<file path="src/rtl/ifetch_miss_handler_pkg.sv">
// Shared L1I miss-handling types: line address split, entry record and index widths.
package ifetch_miss_handler_pkg;
  localparam int THREADS_PER_CORE        = 4;
  localparam int L1I_WAYS                = 4;
  localparam int L1I_SETS                = 64;
  localparam int CACHE_LINE_BYTES        = 64;
  localparam int CACHE_LINE_BITS         = CACHE_LINE_BYTES * 8;
  localparam int ADDR_WIDTH              = 32;
  localparam int SET_IDX_WIDTH           = $clog2(L1I_SETS);
  localparam int CACHE_LINE_INDEX_WIDTH  = ADDR_WIDTH - $clog2(CACHE_LINE_BYTES);
  localparam int TAG_WIDTH               = CACHE_LINE_INDEX_WIDTH - SET_IDX_WIDTH;
  localparam int IMH_IDX_WIDTH           = $clog2(THREADS_PER_CORE);

  typedef logic [CACHE_LINE_INDEX_WIDTH-1:0] cache_line_index_t;
  typedef logic [SET_IDX_WIDTH-1:0]          l1i_set_idx_t;
  typedef logic [TAG_WIDTH-1:0]              l1i_tag_t;
  typedef logic [CACHE_LINE_BITS-1:0]        cache_line_data_t;
  typedef logic [$clog2(L1I_WAYS)-1:0]       l1i_way_idx_t;
  typedef logic [IMH_IDX_WIDTH-1:0]          local_thread_idx_t;

  typedef struct packed {
    logic                        valid;
    logic                        sent;
    cache_line_index_t           addr;
    logic [THREADS_PER_CORE-1:0] waiters;
  } ifetch_miss_entry_t;

  function automatic l1i_set_idx_t line_set(input cache_line_index_t addr);
    return addr[SET_IDX_WIDTH-1:0];
  endfunction

  function automatic l1i_tag_t line_tag(input cache_line_index_t addr);
    return addr[CACHE_LINE_INDEX_WIDTH-1:SET_IDX_WIDTH];
  endfunction

  function automatic logic [THREADS_PER_CORE-1:0] thread_onehot(input local_thread_idx_t t);
    return {{(THREADS_PER_CORE-1){1'b0}}, 1'b1} << t;
  endfunction

  function automatic logic [L1I_WAYS-1:0] way_onehot(input l1i_way_idx_t w);
    return {{(L1I_WAYS-1){1'b0}}, 1'b1} << w;
  endfunction
endpackage

</file>
<file path="src/rtl/ifetch_miss_handler_chk.sv">
// Protocol checks for the miss handler: no double miss per thread, fills only for sent entries.
module ifetch_miss_handler_chk
  import ifetch_miss_handler_pkg::*;
#(
  parameter int NUM_ENTRIES = THREADS_PER_CORE,
  parameter int IDX_WIDTH   = $clog2(NUM_ENTRIES)
) (
  input logic                   clk,
  input logic                   reset,
  input logic [NUM_ENTRIES-1:0] valid_vec,
  input logic [NUM_ENTRIES-1:0] sent_vec,
  input logic                   f1_valid,
  input logic [IDX_WIDTH-1:0]   f1_idx,
  input logic                   miss,
  input local_thread_idx_t      miss_thread,
  input logic                   resp_valid,
  input logic [IDX_WIDTH-1:0]   resp_idx
);
  // An entry being freed this cycle may be reallocated by its own thread.
  a_no_double_miss: assert property (@(posedge clk) disable iff (reset)
    !(miss && valid_vec[miss_thread] &&
      !(f1_valid && (f1_idx == IDX_WIDTH'(miss_thread)))));

  a_resp_targets_sent: assert property (@(posedge clk) disable iff (reset)
    resp_valid |-> (valid_vec[resp_idx] && sent_vec[resp_idx]));
endmodule

</file>
<file path="src/rtl/ifetch_miss_handler_rr_arbiter.sv">
// Round-robin arbiter that locks onto a stalled grant until it is accepted.
module rr_arbiter #(
  parameter int NUM_REQ   = 4,
  parameter int IDX_WIDTH = $clog2(NUM_REQ)
) (
  input  logic                 clk,
  input  logic                 reset,
  input  logic [NUM_REQ-1:0]   request,
  input  logic                 advance,
  output logic                 grant_valid,
  output logic [IDX_WIDTH-1:0] grant_idx
);
  logic [IDX_WIDTH-1:0] ptr_r;
  logic [IDX_WIDTH-1:0] hold_idx_r;
  logic                 hold_r;
  logic [IDX_WIDTH-1:0] pick_idx_s;
  logic                 pick_valid_s;

  // Pick the first requester at or after the pointer; descending scan lets the nearest win.
  always_comb begin
    pick_valid_s = 1'b0;
    pick_idx_s   = '0;
    for (int k = NUM_REQ - 1; k >= 0; k--) begin
      pick_valid_s = request[(int'(ptr_r) + k) % NUM_REQ] ? 1'b1 : pick_valid_s;
      pick_idx_s   = request[(int'(ptr_r) + k) % NUM_REQ] ?
                     IDX_WIDTH'((int'(ptr_r) + k) % NUM_REQ) : pick_idx_s;
    end
    grant_valid = hold_r | pick_valid_s;
    grant_idx   = hold_r ? hold_idx_r : pick_idx_s;
  end

  // Pointer advance on acceptance; hold a stalled grant so the request stays stable.
  always_ff @(posedge clk or posedge reset) begin
    if (reset) begin
      ptr_r      <= '0;
      hold_r     <= 1'b0;
      hold_idx_r <= '0;
    end else if (grant_valid && advance) begin
      ptr_r  <= (grant_idx == IDX_WIDTH'(NUM_REQ - 1)) ? '0 : grant_idx + IDX_WIDTH'(1);
      hold_r <= 1'b0;
    end else if (grant_valid) begin
      hold_r     <= 1'b1;
      hold_idx_r <= grant_idx;
    end else begin
      hold_r <= 1'b0;
    end
  end
endmodule

</file>
<file path="src/rtl/ifetch_miss_handler.sv">
// L1I miss handler: per-thread pending table, L2 request issue, 3-stage fill (LRU, tag+wake, data).
// Optional IFETCH_MISS_PERF_EN adds merge-pulse and pending-count outputs.
module ifetch_miss_handler
  import ifetch_miss_handler_pkg::*;
#(
  parameter int NUM_ENTRIES = THREADS_PER_CORE,
  parameter int IDX_WIDTH   = $clog2(NUM_ENTRIES)
) (
  input  logic                        clk,
  input  logic                        reset,
  input  logic                        ifd_cache_miss,
  input  cache_line_index_t           ifd_cache_miss_paddr,
  input  local_thread_idx_t           ifd_cache_miss_thread_idx,
  output logic                        imh_l2_req_valid,
  input  logic                        l2_req_ready,
  output cache_line_index_t           imh_l2_req_addr,
  output logic [IDX_WIDTH-1:0]        imh_l2_req_idx,
  input  logic                        l2_resp_valid,
  input  logic [IDX_WIDTH-1:0]        l2_resp_idx,
  input  cache_line_data_t            l2_resp_data,
  output logic                        imh_lru_fill_en,
  output l1i_set_idx_t                imh_lru_fill_set,
  input  l1i_way_idx_t                ift_fill_lru,
  output logic [L1I_WAYS-1:0]         l2i_itag_update_en,
  output l1i_set_idx_t                l2i_itag_update_set,
  output l1i_tag_t                    l2i_itag_update_tag,
  output logic                        l2i_idata_update_en,
  output l1i_way_idx_t                l2i_idata_update_way,
  output l1i_set_idx_t                l2i_idata_update_set,
  output cache_line_data_t            l2i_idata_update_data,
  output logic [THREADS_PER_CORE-1:0] l2i_icache_wake_bitmap
`ifdef IFETCH_MISS_PERF_EN
  ,
  output logic                               imh_perf_miss_merged,
  output logic [$clog2(NUM_ENTRIES+1)-1:0]   imh_perf_pending_count
`endif
);
  ifetch_miss_entry_t          entries_r [NUM_ENTRIES];
  logic [NUM_ENTRIES-1:0]      valid_vec_s, sent_vec_s, pending_vec_s, match_vec_s;
  logic                        match_any_s;
  logic [IDX_WIDTH-1:0]        match_idx_s;
  logic [THREADS_PER_CORE-1:0] miss_onehot_s;
  logic                        grant_valid_s, req_fire_s, f1_late_s;
  logic [IDX_WIDTH-1:0]        grant_idx_s;

  logic                        f1_valid_r;
  logic [IDX_WIDTH-1:0]        f1_idx_r;
  l1i_set_idx_t                f1_set_r;
  l1i_tag_t                    f1_tag_r;
  cache_line_data_t            f1_data_r;
  logic                        idata_en_r;
  l1i_way_idx_t                idata_way_r;
  l1i_set_idx_t                idata_set_r;
  cache_line_data_t            idata_data_r;

  // Entry status vectors and address match against the incoming miss.
  always_comb begin
    valid_vec_s   = '0;
    sent_vec_s    = '0;
    pending_vec_s = '0;
    match_vec_s   = '0;
    match_idx_s   = '0;
    for (int i = 0; i < NUM_ENTRIES; i++) begin
      valid_vec_s[i]   = entries_r[i].valid;
      sent_vec_s[i]    = entries_r[i].sent;
      pending_vec_s[i] = entries_r[i].valid & ~entries_r[i].sent;
      match_vec_s[i]   = entries_r[i].valid && (entries_r[i].addr == ifd_cache_miss_paddr);
      match_idx_s      = match_vec_s[i] ? IDX_WIDTH'(i) : match_idx_s;
    end
    match_any_s = |match_vec_s;
  end

  assign miss_onehot_s = thread_onehot(ifd_cache_miss_thread_idx);
  assign req_fire_s    = grant_valid_s & l2_req_ready;

  rr_arbiter #(.NUM_REQ(NUM_ENTRIES), .IDX_WIDTH(IDX_WIDTH)) u_rr_arbiter (
    .clk         (clk),
    .reset       (reset),
    .request     (pending_vec_s),
    .advance     (l2_req_ready),
    .grant_valid (grant_valid_s),
    .grant_idx   (grant_idx_s)
  );

  assign imh_l2_req_valid = grant_valid_s;
  assign imh_l2_req_addr  = grant_valid_s ? entries_r[grant_idx_s].addr : '0;
  assign imh_l2_req_idx   = grant_valid_s ? grant_idx_s : '0;

  // F0 is the response cycle itself, so the victim lookup follows the L2 response directly.
  assign imh_lru_fill_en  = l2_resp_valid & ~reset;
  assign imh_lru_fill_set = imh_lru_fill_en ? line_set(entries_r[l2_resp_idx].addr) : '0;

  // F1: the victim way arrives now; a miss to the filling line this cycle joins the wake.
  assign f1_late_s              = ifd_cache_miss && (ifd_cache_miss_paddr == {f1_tag_r, f1_set_r});
  assign l2i_itag_update_en     = f1_valid_r ? way_onehot(ift_fill_lru) : '0;
  assign l2i_itag_update_set    = f1_valid_r ? f1_set_r : '0;
  assign l2i_itag_update_tag    = f1_valid_r ? f1_tag_r : '0;
  assign l2i_icache_wake_bitmap = f1_valid_r ?
         (entries_r[f1_idx_r].waiters | (f1_late_s ? miss_onehot_s : '0)) : '0;

  assign l2i_idata_update_en   = idata_en_r;
  assign l2i_idata_update_way  = idata_way_r;
  assign l2i_idata_update_set  = idata_set_r;
  assign l2i_idata_update_data = idata_data_r;

  // Fill pipeline registers: each stage carries its own payload so responses can stream.
  always_ff @(posedge clk or posedge reset) begin
    if (reset) begin
      f1_valid_r   <= 1'b0;
      f1_idx_r     <= '0;
      f1_set_r     <= '0;
      f1_tag_r     <= '0;
      f1_data_r    <= '0;
      idata_en_r   <= 1'b0;
      idata_way_r  <= '0;
      idata_set_r  <= '0;
      idata_data_r <= '0;
    end else begin
      f1_valid_r   <= l2_resp_valid;
      f1_idx_r     <= l2_resp_idx;
      f1_set_r     <= line_set(entries_r[l2_resp_idx].addr);
      f1_tag_r     <= line_tag(entries_r[l2_resp_idx].addr);
      f1_data_r    <= l2_resp_data;
      idata_en_r   <= f1_valid_r;
      idata_way_r  <= f1_valid_r ? ift_fill_lru : '0;
      idata_set_r  <= f1_valid_r ? f1_set_r : '0;
      idata_data_r <= f1_valid_r ? f1_data_r : '0;
    end
  end

  // Pending table: grant marks sent, F1 frees, merge ORs waiters; a later allocate overrides the free.
  always_ff @(posedge clk or posedge reset) begin
    if (reset) begin
      for (int i = 0; i < NUM_ENTRIES; i++) begin
        entries_r[i] <= '0;
      end
    end else begin
      if (req_fire_s) begin
        entries_r[grant_idx_s].sent <= 1'b1;
      end
      if (f1_valid_r) begin
        entries_r[f1_idx_r].valid <= 1'b0;
      end
      if (ifd_cache_miss && match_any_s) begin
        entries_r[match_idx_s].waiters <= entries_r[match_idx_s].waiters | miss_onehot_s;
      end else if (ifd_cache_miss) begin
        entries_r[ifd_cache_miss_thread_idx] <= '{valid: 1'b1, sent: 1'b0,
                                                  addr: ifd_cache_miss_paddr,
                                                  waiters: miss_onehot_s};
      end
    end
  end

`ifdef IFETCH_MISS_PERF_EN
  logic                              perf_merged_r;
  logic [$clog2(NUM_ENTRIES+1)-1:0]  perf_count_r;

  // Performance counters: merge pulse and registered occupancy.
  always_ff @(posedge clk or posedge reset) begin
    if (reset) begin
      perf_merged_r <= 1'b0;
      perf_count_r  <= '0;
    end else begin
      perf_merged_r <= ifd_cache_miss & match_any_s;
      perf_count_r  <= ($clog2(NUM_ENTRIES+1))'($countones(valid_vec_s));
    end
  end

  assign imh_perf_miss_merged   = perf_merged_r;
  assign imh_perf_pending_count = perf_count_r;
`endif

  ifetch_miss_handler_chk #(.NUM_ENTRIES(NUM_ENTRIES), .IDX_WIDTH(IDX_WIDTH)) u_chk (
    .clk         (clk),
    .reset       (reset),
    .valid_vec   (valid_vec_s),
    .sent_vec    (sent_vec_s),
    .f1_valid    (f1_valid_r),
    .f1_idx      (f1_idx_r),
    .miss        (ifd_cache_miss),
    .miss_thread (ifd_cache_miss_thread_idx),
    .resp_valid  (l2_resp_valid),
    .resp_idx    (l2_resp_idx)
  );
endmodule

</file>
<file path="config.mk">
export PLATFORM = sky130hd
export DESIGN_NAME = ifetch_miss_handler
export DESIGN_NICKNAME = d
export VERILOG_FILES = /design/src/rtl/ifetch_miss_handler_pkg.sv /design/src/rtl/ifetch_miss_handler_chk.sv /design/src/rtl/ifetch_miss_handler_rr_arbiter.sv /design/src/rtl/ifetch_miss_handler.sv
export SDC_FILE = /design/constraint.sdc
export NUM_CORES = 2
export LEC_CHECK = 0
export ABC_CLOCK_PERIOD_IN_PS = 36400
export CAP_MARGIN = 30
export CORE_AREA = 3 3 439 441
export DETAILED_ROUTE_END_ITERATION = 6
export DIE_AREA = 0 0 442 444
export GPL_TIMING_DRIVEN = 0
export HOLD_SLACK_MARGIN = 0.03
export PLACE_DENSITY = 0.54
export SETUP_SLACK_MARGIN = 0.3
export SLEW_MARGIN = 20
export SYNTH_ARGS = -nofsm -noshare
export SYNTH_HDL_FRONTEND = slang
export SYNTH_SLANG_ARGS = --single-unit
</file>
<file path="constraint.sdc">
create_clock -name clk -period 36.4 [get_ports clk]
set_input_delay 3.64 -clock clk [delete_from_list [all_inputs] [get_ports clk]]
set_output_delay 3.64 -clock clk [all_outputs]
set_load 0.005 [all_outputs]
</file>
==> flow_summary.json <==
{
  "status": "completed",
  "relSlewSlack_pct": 32.28,
  "wl_per_cell_um": 25.69,
  "syn_nets": 2979,
  "drcViolationCount": 0,
  "clock_latency_ns": 0.78,
  "grt_use_total_pct": 16.46,
  "yosys-top-cells-area": "dfrtp_1 (77%), and2_1 (8.8%), mux2_2 (3.2%)",
  "die_h_um": 444,
  "slew_violations": 0,
  "antenna_found_initial": 88,
  "critical_path.top_delay_family": "simple AND/OR/NAND/NOR gates",
  "hpwl_mm": 132.7,
  "ys_ff_latch": 1195,
  "startpoint": "ifd_cache_miss_paddr[23]",
  "crit_path_end_kind": "output port",
  "gp_congestion": 0.9002,
  "overflow": 0,
  "startpoint_type": "input port",
  "crit_type": "in -> out",
  "start_util_pct": 20.55,
  "worst-path-buf-inv": 2,
  "core_area_sq_um": 189600,
  "crit_path_max_incr_delay_ns": 0.73,
  "grt_pass1_wl_mm": 222.8,
  "regToRegSetupSlack_ns": 32.79,
  "worst_ep_arrival_time_ns": 6.92,
  "grt_max_degree": 38,
  "drt_pass1_iterations": 5,
  "synth_edf_count": 0,
  "grt_setup_unrepaired": "false",
  "crit_path_top_delay_cell": "clkdlybuf4s50_1",
  "synth_top_area_share_pct": 76.76,
  "drtIter0Drc": 1636,
  "p_leak_nw": 25.01,
  "dieArea_sq_um": 196200,
  "skew_ns": 0.06172,
  "ys_async_sr_fraction_pct": 100.0,
  "ant_nets": 0,
  "final.setup.tns_ns": 0,
  "cp_cell_sequence": "buf_2 > xor2_1 > nor4_1 > nand4_1 > nor4_2 > a31oi_1 > nor2b_1 > clkdlybuf4s50_1",
  "critPathMaxFanout": 9,
  "ff2ff_path_depth": 7,
  "grt_pass1_vias": 25690,
  "drive_gt1_share_pct": 12.43,
  "placed_cells": 6098,
  "vdd_ir_drop_max_mv": 0.03500,
  "postCtsHoldBufs": 0,
  "cts_buffer_depth": 3,
  "synth_ff_type": "dfrtp_1",
  "cts_buffers": 139,
  "io_pins": 1140,
  "io_buffers": 1113,
  "nets": 4278,
  "finalSetupViolCount": 0,
  "layout.cells.non_filler": 6373,
  "p_per_area_nw_per_um2": 58.85,
  "holdPathStages": 0,
  "syn_avg_cell_area_sq_um": 16.04,
  "post_cts_resized": 0,
  "area_delta_synth_final_pct": 51.17,
  "fin_crit_ns": 10.56,
  "worst_pin_slew_ns": 1.016,
  "htree_levels": 4,
  "period_share_pct": 29.02,
  "ys_types": 51,
  "yosysSeqAreaShare_pct": 76.76,
  "hold_class": "reg -> reg",
  "wl_mm": 163.7,
  "synth_commonest_cells": "dfrtp_1 (1195), and2_1 (546), xnor2_1 (113), mux2_2 (112), clkbuf_1 (75)",
  "cts_root_buf": "clkbuf_16",
  "hp-start": "f1_valid_r",
  "n_fill_cell": 18900,
  "post_cts_buffers": 0,
  "synth_cells": 2429,
  "synth.most_common_cell": "dfrtp_1",
  "cts_tree": "built",
  "syn_area_sq_um": 38960,
  "rr_endpoint": "entries_r[69]",
  "maxCapViolCount": 0,
  "fmax_mhz": 94.68,
  "die_w_um": 442,
  "vias": 24390,
  "rows": 160,
  "yosys_warnings": 0,
  "hold_end": "l2i_idata_update_en",
  "required_ns": 32.76,
  "r2r-start": "entries_r[4]",
  "cts_num_sinks": 1195,
  "hold_violations": 0,
  "path_clk_slew_ns": 0.06,
  "synth_top_area_cell": "dfrtp_1",
  "via_per_inst": 3.828
}
[where the power goes]
group / switching, mW / internal (mW) / leakage, nW
sequential: 0.0640 / 1.42 / 14.6
clock: 0.585 / 0.818 / 2.28
combinational: 0.287 / 0.289 / 8.12
total: 0.936 / 2.53 / 25.0
[per-stage QoR]
stage	hold slack (ns)	utilization [%]	total power, mW	worst slack, ns	area (sq um)
2_1_floorplan	0.3519	-	1.719	16.25	38960
3_3_place_gp	0.3553	28.08	2.094	8.823	53240
3_5_place_dp	0.3683	28.58	2.101	25.74	54180
4_1_cts	0.3812	31.03	3.528	25.73	58830
5_1_grt	0.3903	31.04	3.617	25.61	58840
6_report	0.3801	31.06	3.466	25.84	58890
[layout by cell type, fill, tap and decap left out, types with 8 or more instances in the layout]
cell	instances
nor2_1	15
clkinv_2	24
nor2b_1	13
clkbuf_1	98
clkbuf_16	140
xnor2_1	113
nand4_1	27
mux2_4	19
nor4_1	8
xor2_1	17
mux2i_1	31
buf_2	23
clkbuf_8	29
buf_12	41
mux4_2	30
a21oi_1	43
clkdlybuf4s50_1	1113
and2_1	546
diode_2	26
buf_4	10
buf_1	8
nand3_1	15
o21ai_0	42
nand2_1	18
mux2_2	112
dfrtp_1	1195
[per-layer routing]
layer	share of wire, %	track usage [%]
met5	0.0079	0
met4	2.3	4.368
met3	6.5	3.915
met2	51	28.77
met1	40	20.27
[layout make-up]
| cell class | count | area [sq um] | share of cell area (%) |
|---|---|---|---|
| Antenna cell | 26 | 65.06 | 0.1105 |
| Clock buffer | 196 | 4004 | 6.799 |
| Buffer | 122 | 591.8 | 1.005 |
| Tap cell | 2511 | 3142 | 5.335 |
| Timing Repair Buffer | 1158 | 12060 | 20.48 |
| Multi-Input combinational cell | 1103 | 8439 | 14.33 |
| Sequential cell | 1195 | 29900 | 50.78 |
| Clock inverter | 53 | 645.6 | 1.096 |
| Inverter | 9 | 37.54 | 0.06374 |
[state kept, by name, indices dropped and copies added, names as in the netlist]
signal,flops
l2i_idata_update_set,6
u_rr_arbiter.ptr_r,2
u_rr_arbiter.hold_r,1
l2i_idata_update_way,2
f1_data_r,512
f1_idx_r,2
l2i_idata_update_en,1
u_rr_arbiter.hold_idx_r,2
f1_valid_r,1
l2i_idata_update_data,512
f1_set_r,6
entries_r,128
f1_tag_r,20
[logic make-up (layout without fill, tap and decap cells)]
kind of cell	Yosys count	in the layout	share of synthesized area [%]
simple gates	672	672	10.65
compound gates	108	108	1.545
flops	1195	1195	76.76
mux	192	192	6.501
buf+inv	131	1538	1.593
fa+ha+maj	1	1	0.03211
other cells	0	26	0
xor+xnor	130	130	2.923
[how the worst max path moves through the flow]
stage	end	slack, ns	cells past startpoint
6_report	l2i_icache_wake_bitmap[3]	25.84	8
5_1_grt	l2i_icache_wake_bitmap[2]	25.61	8
4_1_cts	l2i_icache_wake_bitmap[2]	25.73	8
3_5_place_dp	l2i_icache_wake_bitmap[2]	25.74	8
3_3_place_gp	f1_data_r[169]	8.82	2
2_1_floorplan	entries_r[0]	16.25	1
No activity file was read; power rests on OpenSTA's default activity.
